**src/rtl/lookahead_alu_seq.sv**
```systemverilog
// Digit-serial lookahead ALU: DIGIT bits per clock, carry and group P/G carried between digits.
// Optional zero flag is built when LOOKAHEAD_ALU_SEQ_ZERO_EN is defined; otherwise zero is tied low.
module lookahead_alu_seq #(
    parameter int WIDTH = 16,
    parameter int DIGIT = 4
) (
    input  logic             clk,
    input  logic             rst_n,
    input  logic             start,
    input  logic [WIDTH-1:0] a,
    input  logic [WIDTH-1:0] b,
    input  logic [3:0]       s,
    input  logic             m,
    input  logic             cin,
    output logic             busy,
    output logic             done,
    output logic [WIDTH-1:0] y,
    output logic             cout,
    output logic             p_grp,
    output logic             g_grp,
    output logic             zero
);

    localparam int N  = WIDTH / DIGIT;
    localparam int CW = (N > 1) ? $clog2(N) : 1;

    typedef enum logic [1:0] {IDLE, RUN, DONE} state_t;

    state_t           state_reg, state_next;
    logic [WIDTH-1:0] a_reg, b_reg;
    logic [3:0]       s_reg;
    logic             m_reg;
    logic             c_reg;
    logic             g_acc_reg, p_acc_reg;
    logic [CW-1:0]    cnt_reg;
    logic [WIDTH-1:0] y_work_reg, y_reg;
    logic             cout_reg, p_grp_reg, g_grp_reg;

    logic [DIGIT-1:0] g_dig, t_dig, h_dig, y_dig;
    logic [DIGIT:0]   c_dig;
    logic             dig_g, dig_p;
    logic             g_acc_next, p_acc_next;
    logic [WIDTH-1:0] y_work_next;
    logic             last_dig;
    logic             accept;

    // Carry into bit idx+1 as a flat sum of products over bits 0..idx (no ripple).
    function automatic logic la_carry(input logic [DIGIT-1:0] g,
                                      input logic [DIGIT-1:0] t,
                                      input logic             c0,
                                      input int               idx);
        logic acc;
        logic pp;
        acc = 1'b0;
        pp  = 1'b1;
        for (int j = DIGIT - 1; j >= 0; j--) begin
            if (j <= idx) begin
                acc = acc | (pp & g[j]);
                pp  = pp & t[j];
            end
        end
        return acc | (pp & c0);
    endfunction

    // Operands are shifted right each cycle, so the active digit is always the low slice.
    genvar gi;
    generate
        for (gi = 0; gi < DIGIT; gi++) begin : g_bit
            assign g_dig[gi] = (a_reg[gi] & ~b_reg[gi] & s_reg[2]) |
                               (a_reg[gi] &  b_reg[gi] & s_reg[3]);
            assign t_dig[gi] = a_reg[gi] | (b_reg[gi] & s_reg[0]) | (~b_reg[gi] & s_reg[1]);
            assign h_dig[gi] = t_dig[gi] ^ g_dig[gi];
            assign c_dig[gi+1] = la_carry(g_dig, t_dig, c_reg, gi);
            assign y_dig[gi] = h_dig[gi] ^ (c_dig[gi] & ~m_reg);
        end

        if (DIGIT == WIDTH) begin : g_one_digit
            assign y_work_next = y_dig;
        end else begin : g_multi_digit
            assign y_work_next = {y_dig, y_work_reg[WIDTH-1:DIGIT]};
        end
    endgenerate

    assign c_dig[0]   = c_reg;
    assign dig_p      = &t_dig;
    assign dig_g      = la_carry(g_dig, t_dig, 1'b0, DIGIT - 1);
    assign g_acc_next = dig_g | (dig_p & g_acc_reg);
    assign p_acc_next = dig_p & p_acc_reg;
    assign last_dig   = (cnt_reg == CW'(N - 1));
    assign accept     = start & (state_reg != RUN);

    always_ff @(posedge clk or negedge rst_n) begin
        if (!rst_n) begin
            state_reg <= IDLE;
        end else begin
            state_reg <= state_next;
        end
    end

    always_comb begin
        state_next = state_reg;
        case (state_reg)
            IDLE:    if (start) state_next = RUN;
            RUN:     if (last_dig) state_next = DONE;
            DONE:    state_next = start ? RUN : IDLE;
            default: state_next = IDLE;
        endcase
    end

    always_ff @(posedge clk or negedge rst_n) begin
        if (!rst_n) begin
            a_reg      <= '0;
            b_reg      <= '0;
            s_reg      <= '0;
            m_reg      <= 1'b0;
            c_reg      <= 1'b0;
            g_acc_reg  <= 1'b0;
            p_acc_reg  <= 1'b1;
            cnt_reg    <= '0;
            y_work_reg <= '0;
            y_reg      <= '0;
            cout_reg   <= 1'b0;
            p_grp_reg  <= 1'b0;
            g_grp_reg  <= 1'b0;
        end else if (accept) begin
            a_reg     <= a;
            b_reg     <= b;
            s_reg     <= s;
            m_reg     <= m;
            c_reg     <= cin;
            g_acc_reg <= 1'b0;
            p_acc_reg <= 1'b1;
            cnt_reg   <= '0;
        end else if (state_reg == RUN) begin
            a_reg      <= a_reg >> DIGIT;
            b_reg      <= b_reg >> DIGIT;
            c_reg      <= c_dig[DIGIT];
            g_acc_reg  <= g_acc_next;
            p_acc_reg  <= p_acc_next;
            cnt_reg    <= cnt_reg + 1'b1;
            y_work_reg <= y_work_next;
            // Visible outputs change only once the whole word is finished.
            if (last_dig) begin
                y_reg     <= y_work_next;
                cout_reg  <= c_dig[DIGIT] & ~m_reg;
                p_grp_reg <= p_acc_next;
                g_grp_reg <= g_acc_next;
            end
        end
    end

`ifdef LOOKAHEAD_ALU_SEQ_ZERO_EN
    logic z_acc_reg, zero_reg;
    logic z_acc_next;

    assign z_acc_next = z_acc_reg & ~(|y_dig);

    always_ff @(posedge clk or negedge rst_n) begin
        if (!rst_n) begin
            z_acc_reg <= 1'b1;
            zero_reg  <= 1'b0;
        end else if (accept) begin
            z_acc_reg <= 1'b1;
        end else if (state_reg == RUN) begin
            z_acc_reg <= z_acc_next;
            if (last_dig) zero_reg <= z_acc_next;
        end
    end

    assign zero = zero_reg;
`else
    assign zero = 1'b0;
`endif

    assign busy  = (state_reg == RUN);
    assign done  = (state_reg == DONE);
    assign y     = y_reg;
    assign cout  = cout_reg;
    assign p_grp = p_grp_reg;
    assign g_grp = g_grp_reg;

endmodule

```
**config.mk**
```make
export PLATFORM = sky130hd
export DESIGN_NAME = lookahead_alu_seq
export DESIGN_NICKNAME = d
export VERILOG_FILES = /design/src/rtl/lookahead_alu_seq.sv
export SDC_FILE = /design/constraint.sdc
export NUM_CORES = 1
export LEC_CHECK = 0
export CAP_MARGIN = 30
export CORE_MARGIN = 4
export CORE_UTILIZATION = 47
export CTS_CLUSTER_DIAMETER = 200
export CTS_CLUSTER_SIZE = 24
export DETAILED_ROUTE_END_ITERATION = 10
export HOLD_SLACK_MARGIN = 0.12
export PLACE_DENSITY = 0.76
export SLEW_MARGIN = 20
export SYNTH_ARGS = -nofsm -noshare
export SYNTH_HDL_FRONTEND = slang
export SYNTH_SLANG_ARGS = --single-unit
```
**constraint.sdc**
```tcl
create_clock -name clk -period 1.8 [get_ports clk]
set_input_delay 0.54 -clock clk [delete_from_list [all_inputs] [get_ports clk]]
set_output_delay 0.54 -clock clk [all_outputs]
set_load 0.1 [all_outputs]
```
==> results by group, run 1 <==
Clocking
  – Worst-skew pair later-pin latency: between 0.3 and 0.4 ns
  – Clock buffer depth: 2
  – CTS tree: yes
  – CTS Buf Count: 9
  – Clk root buf: clkbuf_8
  – H-tree Lvls: 3
  – Clock transition at path regs: around 0.08 ns
  – Clock sinks: between 70 and 80

Synthesis
  – Post-Synthesis Cells: 347
  – Synthesized area per cell: 9.88 um2
  – Number of enable flip-flop cells after synthesis: 0
  – Synth Cell Area: between 3000 and 4000 um2
  – Post-synth top area share: a little over half
  – FF+latch count, synth: 75
  – Largest cells by area after synthesis: dfrtp_1 54%, nand2_1 11%, mux2i_1 9.3%
  – Area leader, netlist: dfrtp_1
  – Post-Syn Nets: 389
  – Asr flop ratio synth: between 90% and 100%
  – Most frequent cell after synthesis: nand2_1
  – Distinct cells, synth: between 40 and 50
  – Post-synth top cells: 100 x nand2_1, 74 x dfrtp_1, 32 x mux2i_1
  – Post-synthesis sequential area ratio: 54.8%
  – Yosys warnings: 0
  – Synth Flop Type: dfrtp_1

Layout
  – Area Growth Syn to Fin: 34.9%
  – Fraction of layout cells with a size suffix above 1: 17.3%
  – FILL cells: roughly 530
  – Layout net count: 453
  – # diodes: 0

Critical path
  – Worst Setup SP: state_reg[1]
  – WS Path Type: reg2out
  – Critical Path Sink Type: output pin
  – Data required, critical path: 1.26 ns
  – Crit Path Max Fanout: 2
  – Worst r2r src: b_reg[1]
  – Startpoint type of the worst setup path: flip-flop
  – WP data arrival: 1.18 ns

Timing
  – Final setup viols: 0
  – RSZ-0062 raised after global routing: false
  – Maximum clock frequency: 580 MHz
  – Pins Over Slew Limit: 0
  – Crit path time final: about 1.7 ns
  – Clock skew: 0.00638 ns
  – Fin Setup TNS: 0 ns
  – Final worst-path cycle share: 95.7%
  – Count of final hold-check violations: 0
  – Hold Slack: 0.481 ns

Placement
  – Port buffer count: 61
  – Routability cong.: 0.772
  – Dpl hpwl: 5510 um

Global routing
  – GRT overflow: 0
  – Vias in the first global route: roughly 2700
  – First-pass GRT wire length: 12100 um
  – Initial antenna violation count: 0
  – Pin count of the biggest net entering global routing: 45
  – Global Route Usage Sum: 17.7%

Floorplanning
  – Initial core utilization: about half
  – # rows: 30
  – # IOs: 63
  – CORE AREA: 6940 um2
  – Die Ht: just over 90 um
  – Width of the die: 93.4 um
  – Die area: 8730 um2

Route
  – Vias per cell: 5.16
  – # DRC: 0
  – Antenna viol nets, final: 0
  – Pre-antenna DRT Iters: 6
  – Iteration-0 DRC Markers: 171
  – Final wirelength: 7310 um
  – Vias: 2643
  – WL per Instance: 14.3 um

Hold path
  – Worst hold path type: reg2reg
  – Hold_sp: y_work_reg[4]

Power
  – P per Cell Area: about 2000 nW/um2
  – Leak: 2.14 nW
  – Max VDD drop: 0.000822 V

Outcome
  – Status: finished clean

Job
  – # Max-Cap Violations: 0
## path summary, 6_finish.rpt
kind                       slack (ns)  cells past startpoint        to
min in group asynchronous        0.55                      2     c_reg
setup reg to reg                 0.08                      5     c_reg
setup / recovery                 0.08                      3      busy
max in group asynchronous        0.70                      3  b_reg[0]
hold / removal                   0.48                      2      y[0]
hold reg to reg                  0.48                      2      y[0]
## logic make-up (layout without fill, tap and decap cells)
family          count (synthesis)  after routing  share of synthesized area [%]
fa+ha+maj                       1              1                          0.365
compound gates                 58             58                           10.0
buf+inv                        29             98                           3.47
mux                            44             44                           14.0
other cells                     1              1                          0.109
flops                          75             75                           54.8
xor+xnor                        3              3                          0.766
simple gates                  136            136                           16.5
## routing by layer
metal | global-route usage, % | share of wire, % | vias up
met5 | 0 | 0 | -
met4 | 6.23 | 1.2 | 0
met3 | 5.63 | 6.6 | 10
met2 | 30.7 | 50 | 65
met1 | 20.5 | 42 | 1267
li1 | - | - | 1301
## what timing repair did
item / in CTS / in global routing
hold buffers: 1 / 0
gates resized for setup: 1 / 4
setup buffers: 1 / 0
setup endpoints to repair: 1 / 3
endpoints found under the hold margin: 5 / 0
## layout make-up
type	instances	area [um2]	share of cell area, %
Clock inverter	6	65.1	1.41
Sequential cell	75	1880	40.7
Tap cell	96	120	2.60
Clock buffer	10	138	2.98
Inverter	9	36.3	0.784
Timing Repair Buffer	73	943	20.4
Multi-Input combinational cell	243	1440	31.2
## placed cells by master, fill, tap and decap left out, types with 3 or more instances in the layout
master	count
nand2_1	99
xnor2_1	3
o21ai_0	30
clkdlybuf4s50_1	38
clkbuf_8	10
mux2_2	9
buf_12	24
inv_1	7
buf_4	9
clkinvlp_4	4
nand3_1	4
mux2i_1	32
o22ai_1	3
nor2_1	16
dfrtp_1	72
a211oi_1	3
a21oi_1	7
## where the power goes
part | internal (W) | switching, W
clock | 0.000674 | 0.000627
combinational | 0.00190 | 0.00306
sequential | 0.00243 | 0.000703
## worst max-delay path, cell delays in order (launching register included)
cell	delay [ns]
dfrtp_1	0.37
nand2b_1	0.19
inv_4	0.10
buf_12	0.17
## stage by stage
stage               utilization, %  setup WS, ns  cell area, um2  total power (W)  cells
floorplan                        -        -0.262            3430          0.00636    347
global placement              63.3         0.135            4390          0.00796    494
detailed placement            63.3        0.0681            4390          0.00811    494
CTS                           66.5        0.0601            4620          0.00945    512
global route                  66.6       0.00433            4630          0.00999    512
finish                        66.6        0.0772            4630          0.00940    512
No activity file was read; power rests on OpenSTA's default activity.
==> run 2, diff against run 1 <==
CELL_PAD_IN_SITES_DETAIL_PLACEMENT = 1   (was not set)
CELL_PAD_IN_SITES_GLOBAL_PLACEMENT = 2   (was not set)
CORE_UTILIZATION = 29   (was 47)
PLACE_DENSITY = 0.75   (was 0.76)
SKIP_CTS_REPAIR_TIMING = 1   (was not set)
==> run 2 against run 1 <==
Net effect: fmax is 1.1% lower; critical path depth stayed put; routed wire length up 15%; sequential power about the same; die area increased by 56%; combinational power up 3%; setup slack lost 0.020 ns; largest cell class unchanged.
==> results by group, run 2 (synthesis results as in run 1) <==
Outcome
  – Status: finished clean

Floorplanning
  – Width of the die: 117 um (+25%)
  – # rows: 39 (+30%)
  – Die area: 13600 um2 (+56%)
  – CORE AREA: 11500 um2 (+66%)
  – Die Ht: 117 um (+25%)
  – Initial core utilization: 29.8% (-20 points)
  – # IOs: 63 (unchanged)

Timing
  – Maximum clock frequency: 574 MHz (-1.1%)
  – Count of final hold-check violations: 0 (unchanged)
  – Crit path time final: 1.74 ns (+0.0197 ns)
  – Final worst-path cycle share: 96.8% (+1.1 points)
  – Fin worst setup slack: 0.0575 ns (-0.0197 ns)
  – Pins Over Slew Limit: 0 (unchanged)
  – Clock skew: 0.0104 ns (+0.00401 ns)
  – RSZ-0062 raised after global routing: false
  – Final setup viols: 0 (unchanged)

Global routing
  – GRT overflow: 0 (unchanged)
  – Global Route Usage Sum: 13.5% (-4.2 points)
  – Vias in the first global route: 2875 (+8.5%)
  – Pin count of the biggest net entering global routing: 59 (+31%)
  – Initial antenna violation count: 0 (unchanged)
  – First-pass GRT wire length: 14300 um (+18%)

Power
  – Switch share: 44.8% (-1.9 points)
  – P per Cell Area: 2100 nW/um2 (+3.5%)
  – Clock share of power: 19.1% (+5.3 points)
  – Leak: 2.22 nW (+4.0%)
  – Comb pwr share: 50.1% (-2.7 points)
  – Max VDD drop: 0.000551 V (-33%)
  – P_sw: 0.00456 W (+4.0%)
  – Seq pwr share: 30.8% (-2.6 points)
  – P_int: 0.00562 W (+12%)
  – Tot Pwr: 0.0102 W (+8.4%)

Route
  – Pre-antenna DRT Iters: 4 (-2)
  – Antenna viol nets, final: 0 (unchanged)
  – Iteration-0 DRC Markers: 106 (-38%)
  – Final wirelength: 8430 um (+15%)
  – WL per Instance: 15.0 um (+4.9%)
  – # DRC: 0 (unchanged)
  – Vias: 2692 (+1.9%)
  – Vias per cell: 4.78 (-7.4%)

Placement
  – Dpl hpwl: 6220 um (+13%)
  – Routability cong.: 0.765 (-0.95%)
  – Pre-CTS WS: 0.0757 ns (+0.00755 ns)
  – Post-placement cell count: 546 (+11%)
  – Placed cell areas: 4500 um2 (+2.5%)
  – Port buffer count: 61 (unchanged)

Layout
  – Commonest non-fill, non-tap cell in the layout: nand2_1
  – Area Growth Syn to Fin: 41.3%
  – Final core utilization: 42.1% (-25 points)
  – Final instance area: 4850 um2 (+4.8%)
  – Fin cells: 563 (+10%)
  – Fraction of layout cells with a size suffix above 1: 18.6% (+1.3 points)
  – Leading cell types in the layout, fill and taps excluded: 100 x nand2_1, 70 x dfrtp_1, 38 x clkdlybuf4s50_1, 32 x mux2i_1, 30 x o21ai_0
  – Layout net count: 457 (+0.88%)
  – # diodes: 0 (unchanged)

Job
  – # Max-Cap Violations: 0 (unchanged)

Clocking
  – Clock transition at path regs: 0.06 ns (-0.02 ns)
  – H-tree Lvls: 3 (unchanged)
  – Clock buffer depth: 2 (unchanged)
  – Clk root buf: clkbuf_16
  – CTS Buf Count: 9 (unchanged)
  – CTS tree: yes
  – Worst-skew pair later-pin latency: 0.34 ns (about the same)
  – Clock sinks: 75 (unchanged)

Critical path
  – Worst Setup SP: state_reg[1]
  – Worst r2r src: b_reg[3]
  – Critical Path Sink Type: output pin
  – WP data arrival: 1.20 ns (+0.02 ns)
  – Data required, critical path: 1.26 ns (about the same)
  – Crit Path Max Fanout: 6 (+4)
  – Startpoint type of the worst setup path: flip-flop
  – WS Path Type: reg2out

Hold path
  – Worst hold path type: in2async
## run 2: routing by layer
layer / wire (um) / up-vias / global-route usage, % / share of wire [%]
met3: 385 / 13 / 3.78 / 4.6
met5: 0 / - / 0 / 0
met4: 127 / 0 / 5.20 / 1.5
met2: 4270 / 54 / 22.7 / 51
met1: 3650 / 1312 / 16.5 / 43
li1: - / 1313 / - / -
## run 2: final cells by class
type | instances | area, um2
Fill cell | 1275 | 6670
Clock buffer | 10 | 229
Inverter | 9 | 33.8
Sequential cell | 75 | 1880
Tap cell | 143 | 179
Clock inverter | 6 | 90.1
Multi-Input combinational cell | 243 | 1450
Timing Repair Buffer | 77 | 983
## run 2: path summary, 6_finish.rpt
path | depth (start not counted) | slack [ns] | endpoint
hold reg to reg | 2 | 0.46 | y[1]
setup / recovery | 3 | 0.06 | busy
hold / removal | 1 | 0.11 | y[13]
min in group clk | 2 | 0.46 | y[1]
max in group asynchronous | 2 | 1.17 | p_acc_reg
setup reg to reg | 3 | 0.09 | y[15]
## run 2: stage by stage
| step | hold WS (ns) | TNS, ns |
|---|---|---|
| finish | 0.109 | 0 |
| detailed placement | 0.455 | 0 |
| floorplan | 0.244 | -0.262 |
| global route | 0.132 | 0 |
| CTS | 0.123 | 0 |
| global placement | 0.454 | 0 |
## run 2: critical path, stage by stage, from the launching register on
cell,delay [ns]
dfrtp_1,0.38
nand2b_4,0.15
inv_2,0.13
buf_12,0.19
## run 2: power groups by stage
stage | clock [W] | sequential [W] | combinational (W)
after detailed placement | 0 | 0.00316 | 0.00512
after CTS | 0.00201 | 0.00314 | 0.00514
after floorplan | 0 | 0.00423 | 0.00213
final | 0.00195 | 0.00314 | 0.00510
after global placement | 0 | 0.00312 | 0.00502
after global routing | 0.00208 | 0.00326 | 0.00553
